### src/rtl/fsm_modexp_ctrl_pkg.sv
// Shared types and constants for the modular-exponentiation sequencer.
// Contents:
//   phase_t  : MMM phase (IDLE, PRE, ITER, POST, DONE)
//   step_t   : step inside one phase (LOAD, RUN, STORE)
//   SEL1_*   : operand-mux codes for the MMM datapath
package rsa_pkg;

  typedef enum logic [2:0] {
    PH_IDLE = 3'd0,
    PH_PRE  = 3'd1,
    PH_ITER = 3'd2,
    PH_POST = 3'd3,
    PH_DONE = 3'd4
  } phase_t;

  typedef enum logic [1:0] {
    ST_LOAD  = 2'd0,
    ST_RUN   = 2'd1,
    ST_STORE = 2'd2
  } step_t;

  localparam logic [1:0] SEL1_INIT = 2'b00;
  localparam logic [1:0] SEL1_LOOP = 2'b01;
  localparam logic [1:0] SEL1_POST = 2'b10;

endpackage

### src/rtl/fsm_modexp_ctrl_if.sv
// Bundle of control/status signals between the exponentiation sequencer and
// whatever drives it.
//
// Handshake: the driver raises start (with expE valid in the same cycle)
// while busy=0 and eoc=0; the request is taken on that enabled edge and
// busy rises the next cycle. busy stays high until the final STORE step,
// then eoc pulses for exactly one enabled cycle. start outside IDLE is
// ignored; abort cancels a running operation without producing eoc.
//
// master: request side (drives en/start/abort/expE)
// slave : sequencer side (drives MMM controls, status and debug state)
interface fsm_modexp_ctrl_if #(
  parameter int EXP_W = 10
);
  localparam int IW = $clog2(EXP_W + 1);

  logic             en;
  logic             start;
  logic             abort;
  logic [EXP_W-1:0] expE;

  logic             rst_mmm;
  logic             ld_a;
  logic             ld_r;
  logic             lock1;
  logic             lock2;
  logic [1:0]       sel1;
  logic             sel2;
  logic             busy;
  logic             eoc;
  logic [IW-1:0]    iter_idx;

  logic [2:0]       dbg_phase;
  logic [1:0]       dbg_step;

  modport master (
    output en, start, abort, expE,
    input  rst_mmm, ld_a, ld_r, lock1, lock2, sel1, sel2, busy, eoc, iter_idx,
    input  dbg_phase, dbg_step
  );

  modport slave (
    input  en, start, abort, expE,
    output rst_mmm, ld_a, ld_r, lock1, lock2, sel1, sel2, busy, eoc, iter_idx,
    output dbg_phase, dbg_step
  );
endinterface

### src/rtl/fsm_modexp_ctrl_seq_timer.sv
// Step/cycle counter for one MMM phase (LOAD, MMM_CYC x RUN, STORE).
// Ports:
//   clk, rstb    : clock, asynchronous active-low reset
//   en_i         : clock enable; 0 freezes the counter
//   clear_i      : return to the LOAD position on the next enabled edge
//   step_o       : current step decoded from the counter
//   phase_end_o  : high during the STORE cycle (last cycle of the phase)
module modexp_seq_timer
  import rsa_pkg::*;
#(
  parameter int MMM_CYC = 10
) (
  input  logic  clk,
  input  logic  rstb,
  input  logic  en_i,
  input  logic  clear_i,
  output step_t step_o,
  output logic  phase_end_o
);

  localparam int P  = MMM_CYC + 2;
  localparam int CW = $clog2(P);
  localparam logic [CW-1:0] LAST = CW'(P - 1);

  logic [CW-1:0] cnt_q, cnt_d;

  // The counter wraps by itself so consecutive phases need no parent action.
  always_comb begin
    cnt_d = cnt_q;
    if (en_i) begin
      if (clear_i || (cnt_q == LAST)) cnt_d = '0;
      else                            cnt_d = cnt_q + 1'b1;
    end
  end

  always_ff @(posedge clk or negedge rstb) begin
    if (!rstb) cnt_q <= '0;
    else       cnt_q <= cnt_d;
  end

  always_comb begin
    step_o = ST_RUN;
    if (cnt_q == '0)       step_o = ST_LOAD;
    else if (cnt_q == LAST) step_o = ST_STORE;
  end

  assign phase_end_o = (cnt_q == LAST);

endmodule

### src/rtl/fsm_modexp_ctrl.sv
// Sequencer for right-to-left binary modular exponentiation around a single
// Montgomery multiplier. Runs PRE (into Montgomery domain), one ITER per
// exponent bit (square always, multiply gated by the current bit) and POST
// (out of domain), then pulses eoc.
// Ports:
//   clk   : clock
//   rstb  : asynchronous active-low reset
//   bus   : slave side of fsm_modexp_ctrl_if
//           in : en, start, abort, expE
//           out: rst_mmm, ld_a, ld_r, lock1, lock2, sel1, sel2, busy, eoc,
//                iter_idx, dbg_phase, dbg_step
// All outputs are decoded from registered state only.
module fsm_modexp_ctrl
  import rsa_pkg::*;
#(
  parameter int OP_W       = 8,
  parameter int EXP_W      = 10,
  parameter int MMM_CYC    = OP_W + 2,
  parameter int SKIP_ZEROS = 0
) (
  input logic              clk,
  input logic              rstb,
  fsm_modexp_ctrl_if.slave bus
);

  localparam int IW = $clog2(EXP_W + 1);
  localparam logic [IW-1:0] IDX_LAST = IW'(EXP_W);

  localparam logic [2:0] S_IDLE = PH_IDLE;
  localparam logic [2:0] S_PRE  = PH_PRE;
  localparam logic [2:0] S_ITER = PH_ITER;
  localparam logic [2:0] S_POST = PH_POST;
  localparam logic [2:0] S_DONE = PH_DONE;

  logic [2:0]       phase_q, phase_d;
  logic [EXP_W-1:0] exp_q, exp_d;
  logic [IW-1:0]    idx_q, idx_d;

  step_t            step;
  logic             phase_end;
  logic             tmr_clear;
  logic [EXP_W-1:0] exp_shift;
  logic [IW-1:0]    idx_inc;
  logic             last_iter;

  // Keep the timer parked at LOAD whenever no phase is running so the
  // first cycle after a start is always PRE/LOAD.
  assign tmr_clear = bus.abort || (phase_q == S_IDLE) || (phase_q == S_DONE);

  modexp_seq_timer #(
    .MMM_CYC (MMM_CYC)
  ) u_timer (
    .clk         (clk),
    .rstb        (rstb),
    .en_i        (bus.en),
    .clear_i     (tmr_clear),
    .step_o      (step),
    .phase_end_o (phase_end)
  );

  assign exp_shift = exp_q >> 1;
  assign idx_inc   = idx_q + 1'b1;
  // Early exit looks at the exponent after this ITER's shift.
  assign last_iter = (idx_inc == IDX_LAST) || ((SKIP_ZEROS != 0) && (exp_shift == '0));

  always_comb begin
    phase_d = phase_q;
    exp_d   = exp_q;
    idx_d   = idx_q;
    if (bus.en) begin
      if (bus.abort) begin
        if (phase_q != S_IDLE) begin
          phase_d = S_IDLE;
          exp_d   = '0;
          idx_d   = '0;
        end
      end else begin
        case (phase_q)
          S_IDLE: begin
            if (bus.start) begin
              phase_d = S_PRE;
              exp_d   = bus.expE;
              idx_d   = '0;
            end
          end
          S_PRE: begin
            if (phase_end) begin
              if ((SKIP_ZEROS == 0) || (exp_q != '0)) phase_d = S_ITER;
              else                                     phase_d = S_POST;
            end
          end
          S_ITER: begin
            if (phase_end) begin
              exp_d = exp_shift;
              idx_d = idx_inc;
              if (last_iter) phase_d = S_POST;
            end
          end
          S_POST: begin
            if (phase_end) phase_d = S_DONE;
          end
          S_DONE:  phase_d = S_IDLE;
          default: phase_d = S_IDLE;
        endcase
      end
    end
  end

  always_ff @(posedge clk or negedge rstb) begin
    if (!rstb) begin
      phase_q <= S_IDLE;
      exp_q   <= '0;
      idx_q   <= '0;
    end else begin
      phase_q <= phase_d;
      exp_q   <= exp_d;
      idx_q   <= idx_d;
    end
  end

  // Moore output decode
  logic       in_op;
  logic       rst_mmm, ld_a, ld_r, lock1, lock2, sel2, busy, eoc;
  logic [1:0] sel1;

  assign in_op = (phase_q == S_PRE) || (phase_q == S_ITER) || (phase_q == S_POST);

  always_comb begin
    rst_mmm = 1'b0;
    ld_a    = 1'b0;
    ld_r    = 1'b0;
    lock1   = 1'b0;
    lock2   = 1'b0;
    sel1    = SEL1_INIT;
    sel2    = 1'b0;
    busy    = 1'b0;
    eoc     = 1'b0;
    if (in_op) begin
      busy    = 1'b1;
      rst_mmm = (step != ST_LOAD);
      ld_a    = (step == ST_LOAD);
      ld_r    = (step == ST_STORE);
    end
    case (phase_q)
      S_PRE: begin
        lock1 = 1'b1;
        lock2 = 1'b1;
      end
      S_ITER: begin
        sel1  = SEL1_LOOP;
        sel2  = 1'b1;
        lock1 = exp_q[0];
        lock2 = 1'b1;
      end
      S_POST: begin
        sel1  = SEL1_POST;
        sel2  = 1'b1;
        lock1 = 1'b1;
      end
      S_DONE:  eoc = 1'b1;
      default: ;
    endcase
  end

  assign bus.rst_mmm   = rst_mmm;
  assign bus.ld_a      = ld_a;
  assign bus.ld_r      = ld_r;
  assign bus.lock1     = lock1;
  assign bus.lock2     = lock2;
  assign bus.sel1      = sel1;
  assign bus.sel2      = sel2;
  assign bus.busy      = busy;
  assign bus.eoc       = eoc;
  assign bus.iter_idx  = idx_q;
  assign bus.dbg_phase = phase_q;
  assign bus.dbg_step  = step;

endmodule
### src/flat_wrapper.sv
// flat-port wrapper written by rule: the top's interface ports become plain ports
module fsm_modexp_ctrl_flat import rsa_pkg::*;
#(
  parameter int OP_W       = 8,
  parameter int EXP_W      = 10,
  parameter int MMM_CYC    = OP_W + 2,
  parameter int SKIP_ZEROS = 0
)
  (clk, rstb, bus_en, bus_start, bus_abort, bus_expE, bus_rst_mmm, bus_ld_a, bus_ld_r, bus_lock1, bus_lock2, bus_sel1, bus_sel2, bus_busy, bus_eoc, bus_iter_idx, bus_dbg_phase, bus_dbg_step);
  fsm_modexp_ctrl_if #(.EXP_W(EXP_W)) bus_i ();
  input logic clk;
  input logic rstb;
  input wire logic [$bits(bus_i.en)-1:0] bus_en;
  input wire logic [$bits(bus_i.start)-1:0] bus_start;
  input wire logic [$bits(bus_i.abort)-1:0] bus_abort;
  input wire logic [$bits(bus_i.expE)-1:0] bus_expE;
  output wire logic [$bits(bus_i.rst_mmm)-1:0] bus_rst_mmm;
  output wire logic [$bits(bus_i.ld_a)-1:0] bus_ld_a;
  output wire logic [$bits(bus_i.ld_r)-1:0] bus_ld_r;
  output wire logic [$bits(bus_i.lock1)-1:0] bus_lock1;
  output wire logic [$bits(bus_i.lock2)-1:0] bus_lock2;
  output wire logic [$bits(bus_i.sel1)-1:0] bus_sel1;
  output wire logic [$bits(bus_i.sel2)-1:0] bus_sel2;
  output wire logic [$bits(bus_i.busy)-1:0] bus_busy;
  output wire logic [$bits(bus_i.eoc)-1:0] bus_eoc;
  output wire logic [$bits(bus_i.iter_idx)-1:0] bus_iter_idx;
  output wire logic [$bits(bus_i.dbg_phase)-1:0] bus_dbg_phase;
  output wire logic [$bits(bus_i.dbg_step)-1:0] bus_dbg_step;
  assign bus_i.en = bus_en;
  assign bus_i.start = bus_start;
  assign bus_i.abort = bus_abort;
  assign bus_i.expE = bus_expE;
  assign bus_rst_mmm = bus_i.rst_mmm;
  assign bus_ld_a = bus_i.ld_a;
  assign bus_ld_r = bus_i.ld_r;
  assign bus_lock1 = bus_i.lock1;
  assign bus_lock2 = bus_i.lock2;
  assign bus_sel1 = bus_i.sel1;
  assign bus_sel2 = bus_i.sel2;
  assign bus_busy = bus_i.busy;
  assign bus_eoc = bus_i.eoc;
  assign bus_iter_idx = bus_i.iter_idx;
  assign bus_dbg_phase = bus_i.dbg_phase;
  assign bus_dbg_step = bus_i.dbg_step;
  fsm_modexp_ctrl #(.OP_W(OP_W), .EXP_W(EXP_W), .MMM_CYC(MMM_CYC), .SKIP_ZEROS(SKIP_ZEROS)) u_core (.clk(clk), .rstb(rstb), .bus(bus_i));
endmodule
### config.mk
export PLATFORM = sky130hd
export DESIGN_NAME = fsm_modexp_ctrl_flat
export DESIGN_NICKNAME = d
export VERILOG_FILES = /design/src/rtl/fsm_modexp_ctrl_pkg.sv /design/src/rtl/fsm_modexp_ctrl_if.sv /design/src/rtl/fsm_modexp_ctrl_seq_timer.sv /design/src/rtl/fsm_modexp_ctrl.sv /design/src/flat_wrapper.sv
export SDC_FILE = /design/constraint.sdc
export NUM_CORES = 1
export LEC_CHECK = 0
export ABC_AREA = 1
export ABC_CLOCK_PERIOD_IN_PS = 2300
export CAP_MARGIN = 25
export CORE_ASPECT_RATIO = 0.7
export CORE_MARGIN = 5
export CORE_UTILIZATION = 48
export CTS_CLUSTER_SIZE = 28
export DETAILED_ROUTE_END_ITERATION = 8
export PLACE_DENSITY = 0.79
export SETUP_SLACK_MARGIN = 0.2
export SLEW_MARGIN = 20
export SYNTH_ARGS = -nofsm -noshare
export SYNTH_HDL_FRONTEND = slang
export SYNTH_SLANG_ARGS = --single-unit
### constraint.sdc
create_clock -name clk -period 2.3 [get_ports clk]
set_clock_uncertainty 0.2 [all_clocks]
set_input_delay 0.345 -clock clk [delete_from_list [all_inputs] [get_ports clk]]
set_output_delay 0.345 -clock clk [all_outputs]
set_load 0.05 [all_outputs]
== Yosys cells after proc, flatten, opt, wreduce, memory -nomap -nowiden ==
Cells that the tools add are included.

* Bits in registers: 21
* Bits of input ports: 15
* Output and inout port bits: 19
* Logic and storage cells: 65

* Add/sub/neg operators: 2
* Equality and inequality tests: 13
* Muxes and demuxes: 30
* Reduce and logical (&&, ||, !) cells: 16

{| class="wikitable"
|+ Operator list
! kind !! number
|-
| $mux 10 || 4
|-
| $mux 3 || 7
|-
| $mux 4 || 5
|-
| $pmux 10 s2 || 1
|-
| $ne 3x2->1 const B || 4
|-
| $pmux 3 s4 || 1
|-
| $add 4x1->4 const B || 2
|-
| $eq 4x4->1 const B || 2
|-
| $pmux 4 s2 || 1
|-
| $mux 1 || 7
|-
| $reduce_and 7->1 || 1
|-
| $eq 3x2->1 const B || 2
|-
| $reduce_bool 3->1 || 2
|-
| $reduce_or 2->1 || 3
|-
| $logic_or 1x1->1 || 5
|-
| $reduce_and 5->1 || 1
|-
| $logic_not 4->1 || 1
|-
| $mux 2 || 2
|-
| $pmux 2 s2 || 1
|-
| $eq 3x1->1 const B || 1
|-
| $eq 3x3->1 const B || 1
|-
| $logic_not 3->1 || 1
|-
| $ne 3x3->1 const B || 1
|-
| $eq 2x2->1 const B || 1
|-
| other kinds (4) || 4
|}

== Logic depth before layout (Yosys ltp) ==
* Word-level depth: 6
* Mapped depth: 10
* Mapped depth without buffers: 10

== Hierarchy ==
A second synthesis with hierarchy kept.

* Cell total of the unflattened synthesis: 201
* Area, all modules: 1365.1 µm²

{| class="wikitable"
|+ Modules (own cells, without submodules)
! module !! times used !! cells an instance !! area an instance (µm²) !! seq. area each (µm²)
|-
| fsm_modexp_ctrl || 1 || 165 || 1099.8 || 425.4
|-
| modexp_seq_timer || 1 || 36 || 265.3 || 100.1
|}

== Worst setup path before layout ==
Ideal clock, no wire load.

* Kind: reg2out
* Start point: register u_core.phase_q[0] (netlist: u_core.bus.dbg_phase[0])
* End point: output bus_rst_mmm
* Data arrival time: 2.654 ns
* Data required time: 1.755 ns
* Path slack: -0.899 ns
* Cell stages (with the launch flop): 5
* Buffers on the path: 0
* Path through: dfrtp_1 nor2_1 nor2_1 inv_1 a31oi_1

* Longest elaborated chain between the ends: 4
* Elaborated cells between the ends (all ways): 6
* Those cells by class: eq/ne: 3; mux: 1; reduce/logical: 2

{| class="wikitable"
|+ RTL lines
! what !! RTL line !! source
|-
| start: declaration || fsm_modexp_ctrl.sv:35 || <nowiki>logic [2:0] phase_q, phase_d;</nowiki>
|-
| start signal: assignment || fsm_modexp_ctrl.sv:115 || <nowiki>phase_q <= phase_d;</nowiki>
|-
| $eq 3x1->1 or $eq 3x2->1 (tied branches) || fsm_modexp_ctrl.sv:126 || <nowiki>assign in_op = (phase_q == S_PRE) || (phase_q == S_ITER) || (phase_q == S_POST);</nowiki>
|-
| $logic_or 1x1->1 || fsm_modexp_ctrl.sv:126 ||
|-
| $logic_or 1x1->1 * || fsm_modexp_ctrl.sv:126 ||
|-
| $mux 1 * || fsm_modexp_ctrl.sv:138 || <nowiki>if (in_op) begin</nowiki>
|-
| end: declaration || flat_wrapper.sv:17 || <nowiki>output wire logic [$bits(bus_i.rst_mmm)-1:0] bus_rst_mmm;</nowiki>
|}

Mark *: on every way between the ends. The rest lies on a longest branch, timed or not.

== Worst setup path after layout ==
* Start point: register u_core.idx_q[3] (netlist: u_core.bus.iter_idx[3])
* End point: output bus_iter_idx[3]

{| class="wikitable"
|+ RTL lines
! what !! RTL line !! source
|-
| start: declaration || fsm_modexp_ctrl.sv:37 || <nowiki>logic [IW-1:0] idx_q, idx_d;</nowiki>
|-
| start signal: assignment || fsm_modexp_ctrl.sv:117 || <nowiki>idx_q <= idx_d;</nowiki>
|-
| end: declaration || flat_wrapper.sv:26 || <nowiki>output wire logic [$bits(bus_i.iter_idx)-1:0] bus_iter_idx;</nowiki>
|}

No word-level cell between the ends.

==> results by group <==
Status
  • Run status: complete, no violations

Final layout
  • Antenna diode instance count: 0
  • Highest-count cells in the layout ignoring fill and taps: nand2_1 (28), nor2_1 (26), dfrtp_1 (19)
  • Most common cell after layout, fill and taps aside: nand2_1
  • Multi-input combinational cell area: 777 sq um
  • Final instance count without filler cells: 252
  • Layout net count: 236
  • Fraction of final layout cells sized beyond drive strength 1: 0.324
  • Area growth, synth to finish: 45.2%
  • Filler cell count: 217
  • Final Util: 0.709
  • Combined flip-flop and latch cell area: 528 sq um

Floorplan
  • Starting utilization of the core area: 0.488
  • Top Ports: 34
  • Die area: 3940 sq um
  • Height of the die: 54.0 um
  • Die width: 72.9 um
  • Cell Rows: 16
  • Area of the core: 2720 sq um

Worst setup path
  • Cells traversed along the worst timing path: clkdlybuf4s50_1
  • Kind of end point of the critical path: output port
  • Biggest cell delay along the critical path: 0.83 ns
  • Largest fanout on the critical path: 4
  • Cell class contributing the biggest share of worst-path delay: buffers and inverters
  • Type of the setup path with the least slack: register to output port
  • Required time at the endpoint of the critical path: 1.75 ns
  • Slowest stage cell on the critical path: clkdlybuf4s50_1
  • Data arrival, critical path: 1.51 ns
  • Buffering stage count on the worst path with inverters included: 1
  • Startpoint class of the critical path: register

Route
  • Total routed wirelength: 3250 um
  • Iteration-0 DRC count of the detailed router: 101
  • Via count of the routed design: 1271
  • Vias per std cell: 5.04
  • Number of antenna-violating nets in the routed design: 0
  • Average wire length per cell after detail routing: 12.9 um
  • Number of remaining DRC errors: 0
  • DRT Pass-1 Iters: 4

Timing
  • Total negative slack for setup checks: 0 ns
  • Count of endpoints failing hold in the final timing report: 0
  • Final setup margin: 0.250 ns
  • Max_slew headroom: 0.663
  • Number of max-slew violations in the final report: 0
  • Final setup violation count: 0
  • Setup repair after global routing missed its margin: true
  • Final clock period utilization by the worst path: 0.891
  • Worst hold slack: 0.228 ns
  • Final Critical Period: 2.05 ns
  • Achievable frequency: 0.488 GHz
  • Least-Margin Pin Slew: 0.504 ns

Min path
  • Class of the tightest hold or removal check: input port to async pin

CTS
  • Root buffer cell: clkbuf_8
  • Sinks on the clock net: 21
  • Buffer depth of the longest clock path: 2
  • Clk pin slew, worst setup/hold paths: 0.08 ns
  • TritonCTS clock tree: built
  • Cts bufs inserted: 3
  • Depth of the CTS H-tree: 1
  • Clk_lat worst skew: 0.26 ns

Pwr
  • Leakage power figure: 0.935 nW
  • Worst IR Drop VDD: 578 uV
  • Areal power density over the cells: 1110 nW/um^2

Synthesis
  • Area share of the largest cell type after synthesis: 0.395
  • Count of warnings emitted by yosys: 0
  • Top cells by area, synth: dfrtp_1 (40%), nor2_1 (9.0%), nand2_1 (7.9%)
  • Cell accounting for the most synthesized area: dfrtp_1
  • Cell Area, Synth: 1330 sq um
  • Synth unique cells: 24
  • Part of the Yosys area used for sequential elements: 0.395
  • Cell count after synthesis: 172
  • Mean instance size in the synthesized netlist: 7.73 sq um
  • Post-synthesis register bit count: 21
  • Synthesized Nets: 191

GRT
  • Maximum number of pins on one net before global-route repair: 25
  • Global-route wire length before repair: 5410 um
  • Vias in the first global route: 1181
  • Gr usage total: 0.179
  • Total overflow reported by the global router: 0
  • Number of antenna violations at the first check in global routing: 0

Placement
  • Global placer's final weighted congestion: 0.882
  • HPWL reported at the end of detailed placement: 2420 um
  • DP Worst Slack: 0.192 ns
  • Cells after DPL: 241
  • IO Port Bufs: 33

Run
  • Max Cap Violations: 0
## kinds of logic (layout without fill, tap and decap cells)
family / after synthesis / count (layout) / share of synthesized area
AO/OA/AOI/OAI: 27 / 27 / 0.131
XOR/XNOR: 1 / 1 / 0.00659
adder cells (fa/ha/maj): 4 / 4 / 0.0377
buffers and inverters: 24 / 68 / 0.0800
flip-flops: 21 / 21 / 0.395
AND/OR/NAND/NOR: 95 / 95 / 0.349
## cell type report
class,instances,area share
Clock buffer,3,0.0214
Clock inverter,1,0.00259
Inverter,19,0.0389
Multi-Input combinational cell,127,0.403
Sequential cell,21,0.274
Tap cell,36,0.0233
Timing Repair Buffer,45,0.237
## state kept, by name (all words and copies together), names as in the netlist
name,count
u_core.bus.dbg_phase,3
u_core.bus.iter_idx,4
u_core.u_timer.cnt_q,4
u_core.exp_q,10
## synth_stat cells
library cell,count
nor2_1,32
nand2_1,28
dfrtp_1,21
inv_1,17
o21ai_0,12
nand3_1,11
o21ai_2,10
nand2_2,9
nand4_1,6
ha_1,4
a21oi_1,2
buf_6,2
clkbuf_1,2
inv_2,2
nand2_4,2
nand3_2,2
nor3_1,2
o21ai_1,2
a31oi_1,1
buf_2,1
nor2_2,1
nor2_4,1
nor2_8,1
xor2_1,1
## through the flow
step | instance area, sq um | power, mW
6_report | 1930 | 2.14
5_1_grt | 1930 | 2.26
4_1_cts | 1850 | 2.06
3_5_place_dp | 1810 | 1.82
3_3_place_gp | 1810 | 1.79
2_1_floorplan | 1390 | 1.45
## where the power goes
| group | switching (mW) | internal [mW] |
|---|---|---|
| clock | 0.129 | 0.121 |
| combinational | 0.859 | 0.470 |
| sequential | 0.0917 | 0.467 |
| total | 1.08 | 1.06 |
## worst paths after layout
kind,from,to,slack [ns],cells past startpoint
worst max-delay path,u_core.bus.iter_idx[3],bus_iter_idx[3],0.25,1
worst min-delay path,rstb,u_core.u_timer.cnt_q[3],0.23,2
worst max register to register,u_core.bus.dbg_phase[2],u_core.bus.dbg_phase[1],0.40,9
worst min register to register,u_core.exp_q[2],u_core.exp_q[2],0.28,2
max in group asynchronous,rstb,u_core.bus.dbg_phase[0],1.44,2
min in group clk,u_core.exp_q[2],u_core.exp_q[2],0.28,2
## layer usage
metal	GRT usage	part of all wire
met5	0	0
met4	0.0460	0.0052
met3	0.0597	0.071
met2	0.292	0.47
met1	0.231	0.45
## what timing repair did
item	in CTS	in global routing
buffers inserted	0	7
gates resized for setup	5	8
hold buffers	0	0
setup endpoints to repair	8	20
Note: power is estimated with default switching activity, not from simulation.
